==> config.mk <==
export PLATFORM = sky130hd
export DESIGN_NAME = multi_cycle_controller
export DESIGN_NICKNAME = d
export VERILOG_FILES = /design/src/rtl/controller_pkg.sv /design/src/rtl/alu_decoder.sv /design/src/rtl/multi_cycle_controller.sv
export SDC_FILE = /design/constraint.sdc
export NUM_CORES = 1
export LEC_CHECK = 0
export CAP_MARGIN = 20
export CORE_MARGIN = 4
export CORE_UTILIZATION = 40
export DETAILED_ROUTE_END_ITERATION = 8
export GPL_ROUTABILITY_DRIVEN = 0
export PLACE_DENSITY = 0.81
export SLEW_MARGIN = 20
export SYNTH_ARGS = -nofsm -noshare
export SYNTH_HDL_FRONTEND = slang
export SYNTH_SLANG_ARGS = --single-unit
==> constraint.sdc <==
create_clock -name CLK -period 3.97 [get_ports CLK]
set_input_delay 0.794 -clock CLK [delete_from_list [all_inputs] [get_ports CLK]]
set_output_delay 0.794 -clock CLK [all_outputs]
set_load 0.005 [all_outputs]
==> src/rtl/controller_pkg.sv <==
`default_nettype none
// ============================================================================
// Module   : controller_pkg
// Brief    : Shared encodings for the multi-cycle RV32I control unit: FSM
//            state codes, ALUOp enum, opcodes and datapath select values.
// Revision : 1.0 - initial release
// ============================================================================
package controller_pkg;

  // Main FSM state codes
  typedef logic [3:0] state_t;
  localparam state_t c_st_fetch    = 4'd0;
  localparam state_t c_st_decode   = 4'd1;
  localparam state_t c_st_memadr   = 4'd2;
  localparam state_t c_st_memread  = 4'd3;
  localparam state_t c_st_memwb    = 4'd4;
  localparam state_t c_st_memwrite = 4'd5;
  localparam state_t c_st_executer = 4'd6;
  localparam state_t c_st_executei = 4'd7;
  localparam state_t c_st_aluwb    = 4'd8;
  localparam state_t c_st_jal      = 4'd9;
  localparam state_t c_st_beq      = 4'd10;

  // Coarse ALU operation requested by the main FSM
  typedef enum logic [1:0] {
    ALUOP_ADD   = 2'b00,
    ALUOP_SUB   = 2'b01,
    ALUOP_FUNCT = 2'b10
  } aluop_e;

  // Opcodes (Instr[6:0])
  localparam logic [6:0] c_op_lw     = 7'b0000011;
  localparam logic [6:0] c_op_sw     = 7'b0100011;
  localparam logic [6:0] c_op_rtype  = 7'b0110011;
  localparam logic [6:0] c_op_itype  = 7'b0010011;
  localparam logic [6:0] c_op_jal    = 7'b1101111;
  localparam logic [6:0] c_op_branch = 7'b1100011;

  // ALU operand A select
  localparam logic [1:0] c_srca_pc    = 2'b00;
  localparam logic [1:0] c_srca_oldpc = 2'b01;
  localparam logic [1:0] c_srca_a     = 2'b10;

  // ALU operand B select
  localparam logic [1:0] c_srcb_wdata = 2'b00;
  localparam logic [1:0] c_srcb_imm   = 2'b01;
  localparam logic [1:0] c_srcb_four  = 2'b10;

  // Result bus select
  localparam logic [1:0] c_res_aluout    = 2'b00;
  localparam logic [1:0] c_res_data      = 2'b01;
  localparam logic [1:0] c_res_aluresult = 2'b10;

  // Immediate format select
  localparam logic [1:0] c_imm_i = 2'b00;
  localparam logic [1:0] c_imm_s = 2'b01;
  localparam logic [1:0] c_imm_b = 2'b10;
  localparam logic [1:0] c_imm_j = 2'b11;

  // ALU control codes
  localparam logic [2:0] c_alu_add = 3'b000;
  localparam logic [2:0] c_alu_sub = 3'b001;
  localparam logic [2:0] c_alu_and = 3'b010;
  localparam logic [2:0] c_alu_or  = 3'b011;
  localparam logic [2:0] c_alu_xor = 3'b100;
  localparam logic [2:0] c_alu_slt = 3'b101;

endpackage : controller_pkg
`default_nettype wire

==> src/rtl/alu_decoder.sv <==
`default_nettype none
// ============================================================================
// Module   : alu_decoder
// Brief    : Combinational map from (ALUOp, funct3, funct7, OP[5]) to the
//            3-bit ALUControl code.
// Revision : 1.0 - initial release
// ============================================================================
module alu_decoder
  import controller_pkg::*;
(
  input  logic [1:0] aluop,
  input  logic [2:0] funct3,
  input  logic       funct7,
  input  logic       op5,
  output logic [2:0] alucontrol
);

  // Translate the FSM's coarse request into the concrete ALU operation
  always_comb begin
    alucontrol = c_alu_add;
    case (aluop)
      ALUOP_SUB: alucontrol = c_alu_sub;
      ALUOP_FUNCT: begin
        case (funct3)
          // Only register-register forms with funct7 set subtract; addi never does
          3'b000:  alucontrol = (op5 && funct7) ? c_alu_sub : c_alu_add;
          3'b010:  alucontrol = c_alu_slt;
          3'b100:  alucontrol = c_alu_xor;
          3'b110:  alucontrol = c_alu_or;
          3'b111:  alucontrol = c_alu_and;
          default: alucontrol = c_alu_add;
        endcase
      end
      default: alucontrol = c_alu_add;
    endcase
  end

endmodule : alu_decoder
`default_nettype wire

==> src/rtl/multi_cycle_controller.sv <==
`default_nettype none
// ============================================================================
// Module   : multi_cycle_controller
// Brief    : Moore main FSM plus instruction / ALU decode for the multi-cycle
//            RV32I datapath. Sequences fetch, decode, execute, memory and
//            writeback and drives every datapath select and write enable.
// Config   : MCC_BNE_EN - when defined, branch funct3=001 (bne) inverts the
//            Zero condition and funct3 other than 000/001 never branches.
// Revision : 1.0 - initial release
// ============================================================================
module multi_cycle_controller
  import controller_pkg::*;
(
  input  logic       CLK,
  input  logic       RESET,
  input  logic [6:0] OP,
  input  logic [2:0] funct3,
  input  logic       funct7,
  input  logic       Zero,
  output logic [1:0] ALUSrcA,
  output logic [1:0] ALUSrcB,
  output logic [1:0] ResultSrc,
  output logic [1:0] ImmSrc,
  output logic [2:0] ALUControl,
  output logic       AdrSrc,
  output logic       PCWrite,
  output logic       MemWrite,
  output logic       RegWrite,
  output logic       IRWrite,
  output logic       Retire,
  output logic       Illegal
);

  state_t     r_state;
  state_t     w_next;
  state_t     w_cur;
  aluop_e     w_aluop;
  logic       w_pcupdate;
  logic       w_branch;
  logic       w_taken;
  logic       w_memwrite;
  logic       w_regwrite;
  logic       w_irwrite;
  logic       w_retire;
  logic       w_illegal;

  // While reset is held the selects present FETCH values whatever the
  // register holds, so an abandoned instruction never leaks onto the bus.
  assign w_cur = RESET ? r_state : c_st_fetch;

  // State register; reset returns to FETCH
  always_ff @(posedge CLK) begin
    if (!RESET) begin
      r_state <= c_st_fetch;
    end else begin
      r_state <= w_next;
    end
  end

  // Next-state sequencing; DECODE dispatches on opcode
  always_comb begin
    w_next    = c_st_fetch;
    w_illegal = 1'b0;
    case (r_state)
      c_st_fetch: w_next = c_st_decode;
      c_st_decode: begin
        case (OP)
          c_op_lw, c_op_sw: w_next = c_st_memadr;
          c_op_rtype:       w_next = c_st_executer;
          c_op_itype:       w_next = c_st_executei;
          c_op_jal:         w_next = c_st_jal;
          c_op_branch:      w_next = c_st_beq;
          default: begin
            w_next    = c_st_fetch;
            w_illegal = 1'b1;
          end
        endcase
      end
      c_st_memadr:   w_next = (OP == c_op_lw) ? c_st_memread : c_st_memwrite;
      c_st_memread:  w_next = c_st_memwb;
      c_st_executer: w_next = c_st_aluwb;
      c_st_executei: w_next = c_st_aluwb;
      c_st_jal:      w_next = c_st_aluwb;
      default:       w_next = c_st_fetch;
    endcase
  end

  // Moore outputs per state; unused selects default to 00
  always_comb begin
    ALUSrcA    = c_srca_pc;
    ALUSrcB    = c_srcb_wdata;
    ResultSrc  = c_res_aluout;
    AdrSrc     = 1'b0;
    w_aluop    = ALUOP_ADD;
    w_pcupdate = 1'b0;
    w_branch   = 1'b0;
    w_memwrite = 1'b0;
    w_regwrite = 1'b0;
    w_irwrite  = 1'b0;
    w_retire   = 1'b0;
    case (w_cur)
      c_st_fetch: begin
        ALUSrcB    = c_srcb_four;
        ResultSrc  = c_res_aluresult;
        w_irwrite  = 1'b1;
        w_pcupdate = 1'b1;
      end
      c_st_decode: begin
        // Branch target is precomputed into ALUOut here
        ALUSrcA = c_srca_oldpc;
        ALUSrcB = c_srcb_imm;
      end
      c_st_memadr: begin
        ALUSrcA = c_srca_a;
        ALUSrcB = c_srcb_imm;
      end
      c_st_memread: begin
        AdrSrc = 1'b1;
      end
      c_st_memwb: begin
        ResultSrc  = c_res_data;
        w_regwrite = 1'b1;
        w_retire   = 1'b1;
      end
      c_st_memwrite: begin
        AdrSrc     = 1'b1;
        w_memwrite = 1'b1;
        w_retire   = 1'b1;
      end
      c_st_executer: begin
        ALUSrcA = c_srca_a;
        w_aluop = ALUOP_FUNCT;
      end
      c_st_executei: begin
        ALUSrcA = c_srca_a;
        ALUSrcB = c_srcb_imm;
        w_aluop = ALUOP_FUNCT;
      end
      c_st_aluwb: begin
        w_regwrite = 1'b1;
        w_retire   = 1'b1;
      end
      c_st_jal: begin
        ALUSrcA    = c_srca_oldpc;
        ALUSrcB    = c_srcb_four;
        w_pcupdate = 1'b1;
      end
      c_st_beq: begin
        ALUSrcA  = c_srca_a;
        w_aluop  = ALUOP_SUB;
        w_branch = 1'b1;
        w_retire = 1'b1;
      end
      default: begin
        ALUSrcA = c_srca_pc;
      end
    endcase
  end

  // Immediate format follows the opcode in every state
  always_comb begin
    case (OP)
      c_op_sw:     ImmSrc = c_imm_s;
      c_op_branch: ImmSrc = c_imm_b;
      c_op_jal:    ImmSrc = c_imm_j;
      default:     ImmSrc = c_imm_i;
    endcase
  end

`ifdef MCC_BNE_EN
  // Branch condition: beq on Zero, bne on not-Zero, others never taken
  always_comb begin
    case (funct3)
      3'b000:  w_taken = Zero;
      3'b001:  w_taken = ~Zero;
      default: w_taken = 1'b0;
    endcase
  end
`else
  // Every branch form is treated as beq
  assign w_taken = Zero;
`endif

  alu_decoder u_alu_decoder (
    .aluop      (w_aluop),
    .funct3     (funct3),
    .funct7     (funct7),
    .op5        (OP[5]),
    .alucontrol (ALUControl)
  );

  // Write enables and pulses are suppressed for the whole reset cycle
  assign PCWrite  = RESET & (w_pcupdate | (w_branch & w_taken));
  assign MemWrite = RESET & w_memwrite;
  assign RegWrite = RESET & w_regwrite;
  assign IRWrite  = RESET & w_irwrite;
  assign Retire   = RESET & w_retire;
  assign Illegal  = RESET & w_illegal;

endmodule : multi_cycle_controller
`default_nettype wire

Word level (Yosys, flattened, before mapping)

Index checks and enable logic that the tools add are counted.
Widths: inputs -> output; s select.

Register bits: 4
Input bits: 14
Output and inout bits: 18
Logic and storage cells: 73

Equal/unequal tests: 28
Muxes and demuxes: 21
Bitwise gates (word level): 8
Reduce and logical (&&, ||, !) cells: 15

Operators by type and width:

| operator           | count |
|---|---|
| $pmux 4 s5         | 2 |
| $eq 4x3->1 const B | 6 |
| $eq 4x2->1 const B | 4 |
| $eq 4x4->1 const B | 4 |
| $pmux 2 s2         | 4 |
| $pmux 3 s5         | 1 |
| $eq 7x6->1 const B | 2 |
| $eq 7x7->1 const B | 2 |
| $reduce_or 2->1    | 6 |
| $mux 1             | 10 |
| $eq 3x3->1 const B | 3 |
| $eq 4x1->1 const B | 2 |
| $logic_not 4->1    | 2 |
| $reduce_or 4->1    | 2 |
| $and 1x1->1        | 7 |
| $eq 7x2->1 const B | 1 |
| $eq 7x5->1 const B | 1 |
| $pmux 2 s3         | 1 |
| $pmux 3 s2         | 1 |
| $reduce_or 3->1    | 2 |
| $reduce_or 6->1    | 1 |
| $mux 4             | 1 |
| $eq 3x2->1 const B | 1 |
| $logic_not 3->1    | 1 |
| other kinds (5)    | 5 |

Depth between registers and ports, before layout

Word-level depth: 6
Mapped depth: 7
Mapped depth without buffers: 7

By module

From an unflattened synthesis, not the netlist that was laid out.

Cells, all modules: 86
Area total of the unflattened synthesis: 630.6 um^2

Modules (own cells, without submodules):

| module                 | instances | cells each | area each (um^2) | seq. area each (um^2) |
|---|---|---|---|---|
| multi_cycle_controller | 1         | 74         | 531.8            | 80.1 |
| alu_decoder            | 1         | 12         | 98.8             | 0.0 |

Worst setup path after synthesis

OpenSTA, ideal clock, no wires.

Kind: input to output
Start: input port RESET
End: output port ALUControl[1]
Arrival time: 1.723 ns
Required time: 3.176 ns
Slack: 1.453 ns
Stages: 4
Cell sequence: clkbuf_1 -> and3_1 -> ha_1 -> and4b_1

Word-level cells in the longest chain between the ends: 6
Elaborated cells on any way between the ends: 9

Ends and longest elaborated chain:

| item                                            | RTL line                      | RTL |
|---|---|---|
| start: declaration                              | multi_cycle_controller.sv:15  | `input logic RESET,` |
| $mux 4 *                                        | multi_cycle_controller.sv:49  | `assign w_cur = RESET ? r_state : c_st_fetch;` |
| $eq 4x3->1                                      | multi_cycle_controller.sv:101 | `case (w_cur)` |
| $reduce_or 2->1 (no source line)                | n/a                           |  |
| $pmux 2 s2 *                                    | multi_cycle_controller.sv:101 |  |
| $eq 2x2->1 / $eq 2x1->1 (equally long branches) | alu_decoder.sv:21             | `case (aluop)` |
| $pmux 3 s2 *                                    | alu_decoder.sv:21             |  |
| end: declaration                                | multi_cycle_controller.sv:24  | `output logic [2:0] ALUControl,` |

Every way passes the cells marked *; elsewhere a longest branch is shown, timed or not.

Worst setup path in the final report

Start: input port RESET
End: output port ALUControl[0]

Same word-level chain as after synthesis.

==> flow_metrics.tcl <==
set metrics [dict create \
    hold_viol 0 \
    path_class "input pin to output pin" \
    grt_max_degree 17 \
    clock-sinks 4 \
    relSlewSlack_pct 61.2 \
    io_pins 32 \
    num-fill-cells 112 \
    synthArstFlopShare_pct 0 \
    die-area_sq_um 2220 \
    period_needed_ns 3.60 \
    arrival_ns 2.81 \
    cp_cell_sequence "clkdlybuf4s50_1 > nor2b_1 > nand3_1 > inv_1 > ha_1 > nor2b_1 > o21ai_1 > a21oi_1 > clkdlybuf4s50_1" \
    ys_types 38 \
    wl_per_cell_microns 13.9 \
    power_uw 148 \
    ant_nets 0 \
    maxCapViolCount 0 \
    vias 705 \
    yosysMostFrequentCell "nand2_1" \
    drt_first_pass_iters 4 \
    holdWs_ns 0.635 \
    power.leakage_nw 0.375 \
    r2r_start "r_state[0]" \
    cts_made_buffers 3 \
    critical-path-max-stage-delay_ns 0.52 \
    critPathMaxFanout 4 \
    largest_register_ffs 4 \
    grtUsageTotal_pct 18.1 \
    clock_latency_ns 0.24 \
    clk_pin_slew_ns 0.04 \
    cp.required_ns 3.18 \
    max_freq_ghz 0.277 \
    cts_tree "built" \
    syn_to_final_growth_pct 54.0 \
    drive_above_1_share_pct 7.89 \
    die_width_microns 47.1 \
    dieHeight_microns 47.1 \
    status "finished, final reports clean" \
    viasPerCell 5.47 \
    startpoint_type "input pin" \
    finalNetCount 132 \
    netlist_top_cells_area "dfxtp_1, nand2_1, nor2b_1" \
    avgSynthCellArea_sq_um 7.28 \
    htree_num_levels 1 \
    first_global_vias 681 \
    crit_family "buffers and inverters" \
    grt_setup_unrepaired "no" \
    crit_buf_inv 3 \
    clk_path_buf_depth 2 \
    coreArea_sq_um 1370 \
    synth_edf_count 0 \
    wirelength_microns 1790 \
    synth_top_area_cell "dfxtp_1" \
    ir_drop_mv 0.171 \
    worst_clock_skew_ns 0.00961 \
    worstMarginPinSlew_ns 0.581 \
    synthTopCellsByCount "nand2_1, nor2_1, nor2b_1" \
    diodes 0 \
    port_buffers 31 \
    hold_buffers 0 \
    ys_ff_latch 4 \
    initial_core_util_pct 44.8 \
    yosysSeqAreaShare_pct 13.1 \
    worstHoldStart "r_state[3]" \
    synth_ff_type "dfxtp_1" \
    root_buffer "clkbuf_4" \
    grt_overflow 0 \
    endpoint_kind "output pin" \
    startpoint "RESET" \
    row_count 13 \
    largestRegisters "r_state: 4 flops" \
    grt_pass1_wl_microns 2870 \
    setup-tns-final_ns 0 \
    p_per_area_nw_per_um2 157 \
    drt_iter0_markers 11 \
    drc 0 \
    post_cts_buffers 0 \
    synth.cell_area_sq_um 612 \
    antenna_found_initial 0 \
    setup_violations 0 \
    slew_viol_final 0 \
    synth_cells 84 \
    min_period_over_period_pct 90.8 \
    synthesis.nets 100 \
    place_hpwl_microns 1380 \
    crit_path_top_delay_cell "clkdlybuf4s50_1" \
    cts_resized 0 \
    min_path_type "flip-flop to flip-flop" \
    top_register "r_state" \
    synth_top_area_share_pct 13.1 \
    synth_warnings 0 \
]
per-layer routing:
| layer | GRT usage (%) | wire [microns] | up-vias |
|---|---|---|---|
| met5 | 0 | 0 | - |
| met4 | 7.18 | 21 | 0 |
| met3 | 3.83 | 76 | 2 |
| met2 | 31.7 | 901 | 17 |
| met1 | 21.2 | 794 | 325 |
| li1 | - | - | 361 |
stage by stage:
stage	utilization, %	instance area (sq um)	setup WS (ns)	cells
global route	69.0	942	0.166	129
global placement	67.3	920	0.444	126
floorplan	-	612	1.45	84
detailed placement	67.3	920	0.378	126
finish	69.0	942	0.366	129
CTS	69.0	942	0.372	129
area by class of cell:
| class | count | area, sq um | area share, % |
|---|---|---|---|
| multi-input cells | 71 | 488 | 51.8 |
| repair buffers | 32 | 318 | 33.7 |
| flip-flops and latches | 4 | 80.1 | 8.50 |
| clock buffers | 3 | 22.5 | 2.39 |
| well taps | 15 | 18.8 | 1.99 |
| inverters | 4 | 15.0 | 1.59 |
worst reg2reg max path: cells and delay by family, from the launching register on:
kind	cells	cell delay [ns]
flip-flops	1	0.58
AND/OR/NAND/NOR	2	0.49
AO/OA/AOI/OAI	1	0.22
path summary, 6_finish.rpt:
path | slack (ns) | cells past startpoint | endpoint
worst max-delay path | 0.37 | 9 | ALUControl[0]
worst max register to register | 2.62 | 3 | r_state[3]
worst min register to register | 0.63 | 2 | r_state[3]
worst min-delay path | 0.63 | 2 | r_state[3]
report_power, final:
group | switching (mW) | total [mW] | internal (mW) | leakage (nW)
Combinational | 0.0199 | 0.0506 | 0.0307 | 0.328
Clock | 0.0184 | 0.0523 | 0.0339 | 0.0138
Sequential | 0.00342 | 0.0448 | 0.0414 | 0.0326
cell families after synthesis:
| family | Yosys count | synth area share [%] |
|---|---|---|
| buffers and inverters | 9 | 7.16 |
| DFF | 4 | 13.1 |
| AOI/OAI and AO/OA | 17 | 18.6 |
| adders and majority gates | 2 | 4.09 |
| xor gates and xnor gates | 4 | 5.73 |
| and+or+nand+nor | 48 | 51.3 |
cells in the final DEF, fill, tap and decap left out, types with 2 or more instances in the layout:
cell type	n
a21boi_1	3
a21oi_1	4
a31oi_1	2
and2_1	3
and3_1	2
and3b_1	2
and4b_1	2
clkbuf_4	3
clkdlybuf4s50_1	31
dfxtp_1	4
ha_1	2
inv_1	3
nand2_1	9
nand2b_1	4
nand4_1	4
nor2_1	5
nor2b_1	5
nor3_1	2
nor3b_1	2
o21ai_1	2
xnor2_1	2
xor2_1	2
Power figures use the tool's default switching activity.
